===== src/rtl/wb_lsu_master.sv =====
// Wishbone initiator for core loads/stores: one bus cycle per request, lane steering,
// load extension, misalignment trap. Optional abort timer under WB_MASTER_TIMEOUT_EN.
module wb_lsu_master #(
  parameter int ADDR_W         = 10,
  parameter int TIMEOUT_CYCLES = 255
) (
  input  logic              i_clk,
  input  logic              i_rst,
  input  logic              i_req,
  input  logic              i_we,
  input  logic [ADDR_W-1:0] i_addr,
  input  logic [31:0]       i_wdata,
  input  logic [1:0]        i_size,
  input  logic              i_unsigned,
  output logic              o_busy,
  output logic              o_done,
  output logic [31:0]       o_rdata,
  output logic              o_misaligned,
  output logic              o_timeout,
  output logic              o_wb_cyc,
  output logic              o_wb_stb,
  output logic              o_wb_we,
  output logic [ADDR_W-1:0] o_wb_addr,
  output logic [31:0]       o_wb_data,
  output logic [3:0]        o_wb_sel,
  input  logic              i_wb_ack,
  input  logic              i_wb_stall,
  input  logic [31:0]       i_wb_data
);

  typedef enum logic [1:0] {IDLE, REQ, WAIT, MISAL} state_t;

  state_t      state;
  logic [1:0]  size_q;
  logic        uns_q;

  logic        aligned;
  logic [3:0]  sel_lanes;
  logic [31:0] data_lanes;
  logic [31:0] lane;
  logic [31:0] load_val;
  logic        ack_ok;
  logic        tmo_hit;
  logic        abort;

  always_comb begin
    aligned    = 1'b1;
    sel_lanes  = 4'b1111;
    data_lanes = i_wdata;
    case (i_size)
      2'b00: begin
        sel_lanes  = 4'b0001 << i_addr[1:0];
        data_lanes = {4{i_wdata[7:0]}};
      end
      2'b01: begin
        aligned    = ~i_addr[0];
        sel_lanes  = 4'b0011 << {i_addr[1], 1'b0};
        data_lanes = {2{i_wdata[15:0]}};
      end
      default: aligned = (i_addr[1:0] == 2'b00);
    endcase
  end

  // The latched bus address selects the lane, so extraction follows the request, not the core.
  always_comb begin
    lane     = i_wb_data;
    load_val = i_wb_data;
    case (size_q)
      2'b00: begin
        lane     = i_wb_data >> {o_wb_addr[1:0], 3'b000};
        load_val = {{24{~uns_q & lane[7]}}, lane[7:0]};
      end
      2'b01: begin
        lane     = i_wb_data >> {o_wb_addr[1], 4'b0000};
        load_val = {{16{~uns_q & lane[15]}}, lane[15:0]};
      end
      default: ;
    endcase
  end

`ifdef WB_MASTER_TIMEOUT_EN
  localparam int CNT_W = $clog2(TIMEOUT_CYCLES + 1);
  logic [CNT_W-1:0] tmo_cnt;

  always_ff @(posedge i_clk) begin
    if (i_rst || state == IDLE || state == MISAL) tmo_cnt <= '0;
    else                                          tmo_cnt <= tmo_cnt + 1'b1;
  end

  assign tmo_hit = (tmo_cnt == CNT_W'(TIMEOUT_CYCLES - 1));
`else
  assign tmo_hit = 1'b0;
`endif

  // Acks only count once the strobe has been accepted; an ack on the limit cycle wins.
  assign ack_ok = ((state == REQ) && !i_wb_stall && i_wb_ack) ||
                  ((state == WAIT) && i_wb_ack);
  assign abort  = ((state == REQ) || (state == WAIT)) && !ack_ok && tmo_hit;

  always_ff @(posedge i_clk) begin
    if (i_rst) begin
      state        <= IDLE;
      o_busy       <= 1'b0;
      o_done       <= 1'b0;
      o_rdata      <= '0;
      o_misaligned <= 1'b0;
      o_timeout    <= 1'b0;
      o_wb_cyc     <= 1'b0;
      o_wb_stb     <= 1'b0;
      o_wb_we      <= 1'b0;
      o_wb_addr    <= '0;
      o_wb_data    <= '0;
      o_wb_sel     <= '0;
      size_q       <= '0;
      uns_q        <= 1'b0;
    end else begin
      o_done       <= 1'b0;
      o_misaligned <= 1'b0;
      o_timeout    <= 1'b0;
      if (ack_ok || abort) begin
        state     <= IDLE;
        o_busy    <= 1'b0;
        o_wb_cyc  <= 1'b0;
        o_wb_stb  <= 1'b0;
        o_done    <= 1'b1;
        o_timeout <= abort;
        if (ack_ok && !o_wb_we) o_rdata <= load_val;
      end else begin
        case (state)
          IDLE: begin
            if (i_req) begin
              o_busy <= 1'b1;
              if (aligned) begin
                state     <= REQ;
                o_wb_cyc  <= 1'b1;
                o_wb_stb  <= 1'b1;
                o_wb_we   <= i_we;
                o_wb_addr <= i_addr;
                o_wb_data <= data_lanes;
                o_wb_sel  <= sel_lanes;
                size_q    <= i_size;
                uns_q     <= i_unsigned;
              end else begin
                state        <= MISAL;
                o_done       <= 1'b1;
                o_misaligned <= 1'b1;
              end
            end
          end
          MISAL: begin
            state  <= IDLE;
            o_busy <= 1'b0;
          end
          REQ: begin
            if (!i_wb_stall) begin
              state    <= WAIT;
              o_wb_stb <= 1'b0;
            end
          end
          WAIT: ;
          default: state <= IDLE;
        endcase
      end
    end
  end

endmodule


===== config.mk =====
export PLATFORM = sky130hd
export DESIGN_NAME = wb_lsu_master
export DESIGN_NICKNAME = d
export VERILOG_FILES = /design/src/rtl/wb_lsu_master.sv
export SDC_FILE = /design/constraint.sdc
export NUM_CORES = 1
export LEC_CHECK = 0
export CORE_MARGIN = 2
export CORE_UTILIZATION = 35
export DETAILED_ROUTE_END_ITERATION = 7
export GPL_TIMING_DRIVEN = 0
export HOLD_SLACK_MARGIN = 0.08
export PLACE_DENSITY_LB_ADDON = 0.2
export SETUP_SLACK_MARGIN = 0.1
export SYNTH_ARGS = -nofsm -noshare
export SYNTH_HDL_FRONTEND = slang
export SYNTH_SLANG_ARGS = --single-unit

===== constraint.sdc =====
create_clock -name i_clk -period 2 [get_ports i_clk]
set_input_delay 0.6 -clock i_clk [delete_from_list [all_inputs] [get_ports i_clk]]
set_output_delay 0.6 -clock i_clk [all_outputs]
set_load 0.05 [all_outputs]

# Word level (Yosys, flattened, before mapping)
# Cells that the tools add are included.
# op_classes
eq_ne	8
shift	4
n_mux	18
n_bitwise	5
n_reduce_logical	21
# ops
op	count
$pmux 32 s2	2
$shr 32x5->16	1
$shr 32x5->8	1
$logic_not 2->1	4
$mux 1	8
$pmux 4 s2	1
$reduce_and 4->1	2
$eq 2x1->1 const B	3
$mux 2	3
$ne 2x2->1 const B	3
$pmux 1 s2	3
$pmux 2 s3	1
$reduce_and 3->1	2
$eq 2x2->1 const B	2
$logic_and 1x1->1	4
$reduce_and 2->1	2
$reduce_bool 2->1	2
$shl 1x2->4 const A	1
$shl 2x2->4 const A	1
$not 1->1	3
$reduce_bool 3->1	1
$and 1x1->1	2
$logic_not 1->1	2
$reduce_or 2->1	1
$logic_or 1x1->1	1
# totals
regBits	89
inputBits	83
output_inout_bits	85

# Logic depth before layout (Yosys ltp)
# depth
ltp_word	6
mapped_depth	8

# Worst setup path after synthesis
# No wires, ideal clock.
# synth_path
path_type	register to register
start	register o_wb_addr[1]
end	register o_rdata[16]
setup_time_ns	0.143
t_arrival_ns	1.768
path_slack_ns	0.088
stages_incl_launch_ff	7
synth_period_minus_slack_ns	1.912
cell_sequence	dfxtp_1 buf_2 mux2i_1 nor4_1 o211ai_2 buf_2 o311ai_0
# synth_between
elab_chain_cells	3
# synth_lines
element	line_no	rtl
start: declaration	23	output logic [ADDR_W-1:0] o_wb_addr,
start signal: assignment	138	o_wb_addr <= i_addr;
$shr 32x5->16 or $shr 32x5->8 (tied branches)	74, 70	
$and 1x1->1, on equally long branches	75, 71	
$pmux 32 s2 (*)	68	case (size_q)
end signal: assignment	127	if (ack_ok && !o_wb_we) o_rdata <= load_val;
end: declaration	17	output logic [31:0] o_rdata,
# Every way passes the cells marked *; elsewhere a longest branch is shown, timed or not.
# A chain may end at the register's enable or synchronous reset.

# Worst setup path after layout
# layout_path
start	input port i_rst
end	register size_q[0]
# layout_lines
element	line_no	rtl
start: declaration	8	input logic i_rst,
end signal: assignment	141	size_q <= i_size;
end: declaration	34	logic [1:0] size_q;
# No word-level cell between the ends.

==> flow_summary.yaml <==
yosys:
  synth-edff-count: 0
  avgSynthCellArea_um2: 8.45
  synth_warnings: 0
  synthCells: 496
  yosys-top-cells-area: "dfxtp_1 (43%), nand2_1 (8.3%), a21oi_1 (5.9%)"
  synth_most_common_cell: "nand2_1"
  syn_area_um2: 4190
  synth.largest_area_cell: "dfxtp_1"
  synthTopCellsByCount: "nand2_1 (93), dfxtp_1 (89), a21oi_1 (49)"
  yosysTopAreaCellShare_pct: 42.5
  synth_flop_cell: "dfxtp_1"
  ys_async_sr_fraction_pct: 0
  synth.distinct_cells: 42
  synthesis.nets: 579
  ys_seq_elements: 89
  synth-seq-area-share_pct: 42.5
power_and_ir_drop:
  intPower_uw: 3700
  p_sw_share_pct: 32.0
  clockPowerShare_pct: 36.0
  p_leak_uw: 0.00269
  finalPower_uw: 5440
  switchingPower_uw: 1740
  cellPowerDensity_nw_per_um2: 837
  vdd_ir_drop_max_uv: 586
  combPwrFrac_pct: 27.5
  seq_power_share_pct: 36.6
sta:
  grt_setup_unrepaired: "true"
  hold_viol_final: 0
  slew_headroom_pct: 61.9
  fin_crit_ns: 1.88
  worst_pin_slew_ns: 0.571
  finalCritPeriodShare_pct: 94.2
  fmax_mhz: 531
  setup_viol: 0
  setup_tns_ns: 0
  fin_worst_skew_ns: 0.00653
  maxSlewViolCount: 0
critical_path:
  end_kind: "flip-flop"
  cp_slowest_cell: "clkdlybuf4s50_1"
  cp-start-kind: "input port"
  arrival_ns: 2.11
  path_class: "input port to flip-flop"
  worstPathRequired_ns: 2.22
  cp_common_cell: "clkbuf_2"
  critPathMaxStageDelay_ns: 0.58
  r2r_setup_slack_ns: 0.24
  crit_chain: "clkdlybuf4s50_1 -> clkbuf_2 -> buf_2 -> clkbuf_2 -> a21oi_1"
  cp_num_buf_inv: 4
  cp_max_fo: 10
  cpLargestDelayFamily: "buffers and inverters"
cells_and_area:
  nNetsFinal: 763
  num_antenna_cells: 0
  drive_above_1_share_pct: 13.9
  area_delta_synth_final_pct: 55.0
  final_area_um2: 6500
  fillers: 1098
die:
  die_area_um2: 12900
  rows: 39
  dieHeight_um: 113
  coreArea_um2: 11600
  die_width_um: 113
  initial_core_util_pct: 36.2
  ios: 168
cts:
  clock_latency_ns: 0.34
  root_buffer: "clkbuf_16"
  h-tree-depth: 3
  numCtsBuffers: 9
  clk_path_buf_depth: 2
  clk_pin_slew_worst_paths_ns: 0.06
  cts_hold_buf: 0
  clock-sinks: 89
  cts_tree: "yes"
routing:
  dr.pass1.iters: 4
  vias_per_cell: 5.42
  vias: 4484
  drc: 0
  antenna_left: 0
  drt_iter0_markers: 341
  wl_per_cell_um: 17.9
  routed_wl_um: 14800
place:
  hpwl_um: 11100
  portBuffers: 166
  dpl_cell_area_um2: 6030
  gp_congestion: 0.874
run_status:
  status: "finished, final reports clean"
global_routing:
  grt_pass1_vias: 4328
  antenna_found_initial: 0
  grt_pass1_wl_um: 22700
  grt_usage_pct: 22.8
  grt_max_degree: 15
  grt_overflow_total: 0
flow_run:
  cap_viol_max_count: 0
hold_path:
  hp-class: "flip-flop to flip-flop"
-- final timing paths --
path / cells after the start / from / endpoint
setup / recovery: 5 / i_rst / size_q[0]
hold / removal: 2 / o_wb_addr[2] / o_wb_addr[2]
setup reg to reg: 4 / o_wb_addr[0] / o_rdata[12]
hold reg to reg: 2 / o_wb_addr[2] / o_wb_addr[2]
-- registers in the layout (all words and copies together), names as in the netlist --
name,count
o_wb_sel,4
o_wb_we,1
o_busy,1
uns_q,1
o_done,1
o_misaligned,1
o_wb_stb,1
state,2
size_q,2
o_wb_data,32
o_wb_addr,10
o_rdata,32
o_wb_cyc,1
-- power by group through the flow --
| stage | sequential, uW | combinational (uW) | clock (uW) |
|---|---|---|---|
| finish | 1990 | 1490 | 1960 |
| global route | 2000 | 1580 | 2060 |
| CTS | 1990 | 1480 | 1990 |
| detailed placement | 2030 | 1500 | 0 |
| global placement | 2030 | 1490 | 0 |
| floorplan | 2460 | 477 | 0 |
-- layout make-up --
class	instances	area, um^2	area share, %
Timing Repair Buffer	173	1620	25.0
Tap cell	143	179	2.75
Clock inverter	5	103	1.58
Multi-Input combinational cell	355	2260	34.7
Sequential cell	89	1780	27.4
Inverter	4	15.0	0.231
Buffer	48	297	4.56
Clock buffer	11	243	3.74
-- logic make-up (layout without fill, tap and decap cells) --
kind of cell	Yosys count	in the layout	synth area share, %
simple gates	182	182	20.3
compound gates	147	147	25.3
flops	89	89	42.5
buf+inv	52	241	5.55
mux	25	25	6.18
other cells	1	1	0.0895
-- timing repair --
item,CTS,global route
buffers inserted,5,2
gates cloned,0,0
endpoints found under the hold margin,0,0
endpoints found under the setup margin,172,65
pin swaps,6,0
gates resized for setup,135,29
-- cells in the final DEF (no fill, tap or decap), types with 4 or more instances in the layout --
cell type / netlist / routed
buf_4: 1 / 8
a311oi_1: 18 / 17
a2bb2oi_1: 7 / 7
mux2_2: 7 / 7
clkbuf_2: 0 / 15
clkbuf_16: 0 / 9
o311ai_0: 16 / 12
nor4bb_1: 7 / 7
nand2_1: 93 / 93
nor2b_1: 6 / 5
nor2_1: 45 / 43
a32oi_1: 7 / 7
buf_6: 2 / 10
a21oi_1: 49 / 46
o21ai_0: 12 / 12
clkbuf_1: 27 / 9
o211ai_1: 8 / 8
a211oi_2: 7 / 7
nand2b_1: 4 / 4
o311ai_1: 0 / 4
buf_2: 15 / 9
dfxtp_1: 89 / 88
clkdlybuf4s50_1: 0 / 77
dlygate4sd2_1: 0 / 83
nand3b_1: 16 / 16
a211oi_1: 11 / 11
mux2i_1: 18 / 17
-- per-layer routing --
metal	up-vias	track usage, %	routed length [um]
li1	2167	-	-
met1	2113	27.4	6270
met2	185	38.0	6990
met3	19	8.02	1260
met4	0	7.64	297
met5	-	0	0
-- worst reg2reg max path, stage by stage, from the launching register on --
cell and delay (ns):
dfxtp_1 0.46, or4b_2 0.63, o22ai_2 0.21, nor2_4 0.10, a311oi_1 0.26
-- stage by stage --
| stage | util, % | setup WS [ns] | cells | hold WS, ns |
|---|---|---|---|---|
| floorplan | - | 0.124 | 496 | 0.454 |
| global placement | 52.2 | -0.657 | 805 | 0.444 |
| detailed placement | 52.2 | -0.710 | 805 | 0.449 |
| CTS | 55.7 | 0.0791 | 826 | 0.455 |
| global route | 56.2 | 0.0345 | 828 | 0.469 |
| finish | 56.2 | 0.116 | 828 | 0.452 |
Power figures use the tool's default switching activity.
